`src/rtl/univ_reg_sr.sv`:
```
// Universal register: parallel load, logical shifts, rotates, arithmetic shift right
// and synchronous clear. It has serial in/out and flags for zero and sign.
// Q and sout are registered. zero and msb are decoded from Q.

module univ_reg_sr #(
    parameter int unsigned       WIDTH   = 8,
    parameter logic [WIDTH-1:0]  RST_VAL = '0
) (
    input  logic             clk,
    input  logic             rst,
    input  logic             en,
    input  logic [2:0]       mode,
    input  logic [WIDTH-1:0] D,
    input  logic             sin,
    output logic [WIDTH-1:0] Q,
    output logic             sout,
    output logic             zero,
    output logic             msb
);

    // Operation encoding on the mode input
    typedef enum logic [2:0] {
        ModeHold = 3'b000,
        ModeLoad = 3'b001,
        ModeShl  = 3'b010,
        ModeShr  = 3'b011,
        ModeRol  = 3'b100,
        ModeRor  = 3'b101,
        ModeAsr  = 3'b110,
        ModeClr  = 3'b111
    } mode_e;

    logic [WIDTH-1:0] q_q, q_d;
    logic             sout_q, sout_d;
    mode_e            mode_op;

    assign mode_op = mode_e'(mode);

    // Next-state decode. Enable gates every mode, and HOLD covers any encoding that is not defined.
    always_comb begin
        q_d    = q_q;
        sout_d = sout_q;
        if (en) begin
            case (mode_op)
                ModeHold: begin
                    q_d    = q_q;
                    sout_d = sout_q;
                end
                ModeLoad: begin
                    q_d    = D;
                    sout_d = sout_q;
                end
                ModeShl: begin
                    q_d    = {q_q[WIDTH-2:0], sin};
                    sout_d = q_q[WIDTH-1];
                end
                ModeShr: begin
                    q_d    = {sin, q_q[WIDTH-1:1]};
                    sout_d = q_q[0];
                end
                ModeRol: begin
                    q_d    = {q_q[WIDTH-2:0], q_q[WIDTH-1]};
                    sout_d = q_q[WIDTH-1];
                end
                ModeRor: begin
                    q_d    = {q_q[0], q_q[WIDTH-1:1]};
                    sout_d = q_q[0];
                end
                ModeAsr: begin
                    q_d    = {q_q[WIDTH-1], q_q[WIDTH-1:1]};
                    sout_d = q_q[0];
                end
                ModeClr: begin
                    q_d    = '0;
                    sout_d = 1'b0;
                end
                default: begin
                    q_d    = q_q;
                    sout_d = sout_q;
                end
            endcase
        end
    end

    // State register. Synchronous reset discards any operation requested in the same cycle.
    always_ff @(posedge clk) begin
        if (rst) begin
            q_q    <= RST_VAL;
            sout_q <= 1'b0;
        end else begin
            q_q    <= q_d;
            sout_q <= sout_d;
        end
    end

    // Flags are decoded from the current contents and are not registered separately.
    always_comb begin
        Q    = q_q;
        sout = sout_q;
        zero = (q_q == '0);
        msb  = q_q[WIDTH-1];
    end

endmodule

```
`config.mk`:
```
export PLATFORM = sky130hd
export DESIGN_NAME = univ_reg_sr
export DESIGN_NICKNAME = d
export VERILOG_FILES = /design/src/rtl/univ_reg_sr.sv
export SDC_FILE = /design/constraint.sdc
export NUM_CORES = 1
export LEC_CHECK = 0
export CORE_AREA = 8 8 46 48
export CTS_BUF_LIST = sky130_fd_sc_hd__clkbuf_8
export DETAILED_ROUTE_END_ITERATION = 6
export DIE_AREA = 0 0 54 56
export PLACE_DENSITY = 0.84
export SYNTH_ARGS = -nofsm -noshare
export SYNTH_HDL_FRONTEND = slang
export SYNTH_SLANG_ARGS = --single-unit
export TNS_END_PERCENT = 20
```
`constraint.sdc`:
```
create_clock -name clk -period 2.3 [get_ports clk]
set_input_delay 0.23 -clock clk [delete_from_list [all_inputs] [get_ports clk]]
set_output_delay 0.23 -clock clk [all_outputs]
set_load 0.01 [all_outputs]
```
; ---- Word-level counts from Yosys, hierarchy flattened
; Index checks and enable logic that the tools add are counted.
[word_totals]
register_bits = 9
memories = 0
output_inout_bits = 11
romBits = 0
mem_bits_rw = 0
latch_bits = 0
[op_classes]
shifts = 0
bitwise_logic = 3
div_mod_pow = 0
n_mul = 0
order_cmp = 0
n_eq_ne = 7
addsub = 0
mux = 2
reduce_logical = 8
[ops]
columns = cell, count
row1 = $pmux 8 s7, 1
row2 = $eq 3x3->1 const B, 4
row3 = $logic_not 8->1, 1
row4 = $eq 3x2->1 const B, 2
row5 = $reduce_and 2->1, 2
row6 = $reduce_or 2->1, 2
row7 = $eq 3x1->1 const B, 1
row8 = $logic_not 3->1, 1
row9 = $not 1->1, 3
row10 = $pmux 1 s3, 1
row11 = $reduce_and 3->1, 1
row12 = $reduce_or 3->1, 1

; ---- Longest topological paths before layout
[logic_depth]
word_depth = 4
depth_mapped = 6
mapped_depth_nobuf = 4

; ---- Worst setup path before layout
; OpenSTA, ideal clock, no wires.
[synth_timing]
path_type = input to register
from = in mode[1]
to = reg q_q[0], in the netlist Q[0]
t_arrival_ns = 1.294
path_slack_ns = 0.889
t_required_ns = 2.183
n_path_buf = 2
setup_ns = 0.117
cell_stages = 6
cell_sequence = buf_4 > and2_1 > buf_6 > xnor2_1 > a221o_1 > a32o_1
[synth_via]
elab_chain_cells = 3
[synth_rtl]
columns = element, line_no
row1 = "start, declared", 12  ; input logic [2:0] mode,
row2 = branches (longest 3 deep; another with $pmux 8 s7), -
row3 = "end signal, assigned", 91  ; q_q <= q_d;
row4 = "end, declared", 33  ; logic [WIDTH-1:0] q_q, q_d;
; Several ways; the timed one is not identified.
; A chain may end at the register's enable or synchronous reset.

; ---- Worst setup path in the final report
[layout_timing]
from = reg q_q[7], in the netlist Q[7]
to = out zero
[layout_via]
elab_chain_cells = 1
[layout_rtl]
columns = element, line_no
row1 = $logic_not 8->1, 100  ; zero = (q_q == '0);
row2 = "end, declared", 17  ; output logic zero,
; Every way passes these cells.

==> metrics.md <==
| Metric | Value |
|---|---|
| Status | `finished, final reports clean` |
| Drt first pass iters | `4` |
| Worst path arrival time | `1.82 ns` |
| Met2 usage | `18.7%` |
| WP depth | `3` |
| CTS tree | `done` |
| Unrepaired setup endpoints after global routing | `false` |
| Nets@finish | `123` |
| Most frequent cells in the layout | `25 x clkdlybuf4s50_1, 9 x dfxtp_1, 9 x o21ai_0, 8 x a21oi_1, 8 x a32o_1` |
| Synth Register Bits | `9` |
| Grt met1 use | `14.7%` |
| CP Cell Sequence | `or4_1 > nor2_1 > clkdlybuf4s50_1` |
| Max Buffers Root-to-Sink | `2` |
| Clk_lat worst skew | `0.23 ns` |
| Setup Buffers After CTS | `0` |
| ANT cells | `0` |
| Detailed-route wire length | `1.85 mm` |
| R2R Path End | `Q[0]` |
| Worst setup SP type | `flip-flop` |
| CP Buf/Inv Count | `1` |
| Peak supply drop | `0.333 mV` |
| Crit path max-delay family | `simple AND/OR/NAND/NOR gates` |
| Fmax | `487 MHz` |
| Grt total ovfl | `0` |
| Worst R2R Setup Slack | `1.21 ns` |
| Worst-path clk slew | `0.05 ns` |
| Final Critical Period | `2.05 ns` |
| CP Launch Point | `Q[7]` |
| Synth-to-Final Area Change | `46.7%` |
| Commonest non-fill, non-tap cell in the layout | `clkdlybuf4s50_1` |
| Register area share after synthesis | `28.1%` |
| Kind of critical path | `flip-flop to output pin` |
| Slew HR | `73.5%` |
| Filler cell count | `128` |
| Crit path largest cell delay | `0.55 ns` |
| Endpoints failing setup | `0` |
| GRT Max-Usage Layer | `met2` |
| Crit end category | `output pin` |
| WL/cell | `15.0 µm` |
| Slew Limit Fails | `0` |
| DR vias/cell | `5.71` |
| Area of the core | `1440 µm²` |
| Share of post-route cells with drive strength above 1 | `7.48%` |
| Final GP Congestion | `0.818` |
| Count of warnings emitted by yosys | `0` |
| Starting Density | `44.6%` |
| Antenna viol nets, final | `0` |
| CTS resizes | `0` |
| Fin. Hold Viols | `0` |
| Site Rows | `14` |
| Final Skew | `0.00758 ns` |
| # port buffers | `25` |
| IO Pins | `26` |
| Hold Path Cell Cnt | `2` |
| Routed vias | `702` |
| CTS H-Tree Depth | `1` |
| Leak pwr | `0.367 nW` |
| Placed inst area | `895 µm²` |
| Post-DP HPWL | `1.38 mm` |
| Die Ht | `56 µm` |
| Worst reg2reg path startpoint | `Q[7]` |
| TNS Setup | `0 ns` |
| CP required | `2.07 ns` |
| Max cap viols | `0` |
| CTS hold repair buffers | `0` |
| Drc violations | `0` |
| Crit-path max FO | `8` |
| Number of global-route vias before repair | `665` |
| Initial antenna violation count | `0` |
| Netlist Area Pre-Place | `641 µm²` |
| Initial drt markers | `14` |
| Crit-path slowest cell | `clkdlybuf4s50_1` |
| Die Area | `3020 µm²` |
| Worst Setup EP | `zero` |
| Worst-margin pin slew | `0.397 ns` |
| Hold WC Path Type | `flip-flop to flip-flop` |
| Power Dens Cells | `515 nW/µm²` |
| Die Wd | `54 µm` |
| Post-synthesis cell count | `81` |
| Final period util | `89.3%` |
| Mapped Nets | `96` |
| Root Driver | `clkbuf_8` |
| First-pass GRT wire length | `2.93 mm` |
| GRT Util Overall | `12.3%` |
| GR met3 Demand/Resource | `5.35%` |
| Final instance area | `940 µm²` |
| R2R depth | `2` |
| CTS buffer count | `3` |
| Yosys cell types | `24` |
| Largest net degree at the start of global routing | `11` |
| CTS Sinks | `9` |
| Avg Inst Size Synth | `7.91 µm²` |
how the worst min path moves through the flow:
stage | startpoint | end | slack (ns)
after floorplan | rst | sout | 0.31
after detailed placement | sout | sout | 0.47
after global placement | sout | sout | 0.46
after global routing | sout | sout | 0.49
final | sout | sout | 0.47
after CTS | sout | sout | 0.48
cell usage after synthesis (all sizes together):
master / count / area share, %
nand2b: 7 / 6.8
a211oi: 1 / 1.2
clkbuf: 2 / 1.2
o21ai: 10 / 7.8
dfxtp: 9 / 28
nor2b: 1 / 0.98
a31oi: 1 / 0.98
a21oi: 8 / 6.3
inv: 3 / 1.8
a221o: 1 / 1.6
nor2: 6 / 3.9
a221oi: 1 / 1.4
xnor2: 1 / 1.4
nand2: 7 / 4.1
buf: 4 / 4.9
and2: 2 / 2.0
a32o: 8 / 13
and3b: 1 / 1.6
or4: 2 / 2.3
mux2i: 6 / 9.4
per-stage QoR:
| stage | total power [mW] | utilization [%] | worst slack, ns | hold WS (ns) | cells |
|---|---|---|---|---|---|
| floorplan | 0.242 | - | 0.889 | 0.309 | 81 |
| global placement | 0.303 | 62.3 | 0.373 | 0.459 | 119 |
| detailed placement | 0.304 | 62.3 | 0.340 | 0.470 | 119 |
| CTS | 0.490 | 65.4 | 0.231 | 0.477 | 123 |
| global route | 0.515 | 65.4 | 0.162 | 0.490 | 123 |
| finish | 0.484 | 65.4 | 0.245 | 0.472 | 123 |
cell families (layout without fill, tap and decap cells):
| group | count (synthesis) | after routing | synth area share (%) |
|---|---|---|---|
| buffers and inverters | 9 | 35 | 7.81 |
| xor gates and xnor gates | 1 | 1 | 1.37 |
| muxes | 6 | 6 | 9.38 |
| AOI/OAI and AO/OA | 30 | 30 | 31.6 |
| and+or+nand+nor | 26 | 26 | 21.7 |
| DFF | 9 | 9 | 28.1 |
final cells by class:
type / instances / area, µm² / area share, %
repair buffers: 28 / 273 / 29.0
well taps: 16 / 20.0 / 2.13
flip-flops and latches: 9 / 180 / 19.2
clock buffers: 3 / 41.3 / 4.39
inverters: 3 / 11.3 / 1.20
multi-input cells: 63 / 410 / 43.7
clock inverters: 1 / 3.75 / 0.399
report_power, final:
part / internal (mW) / switching [mW] / leakage [nW]
combinational: 0.0726 / 0.0547 / 0.267
sequential: 0.164 / 0.0109 / 0.0734
clock: 0.117 / 0.0653 / 0.0269
per-layer routing:
layer  share of wire [%]  up-vias  routed length, µm
met5                   0        -                  0
met1                  43      326                785
met4                0.33        0                  6
met2                  48       23                886
li1                    -      351                  -
met3                 9.2        2                169
state kept, by name, indices dropped and copies added, names as in the netlist:
name and flops:
Q 8, sout 1
worst register-to-register path, stage by stage, from the launching register on:
cell and delay, ns:
dfxtp_1 0.38, a221o_1 0.34, a32o_1 0.26
(Power assumes the default switching activity.)
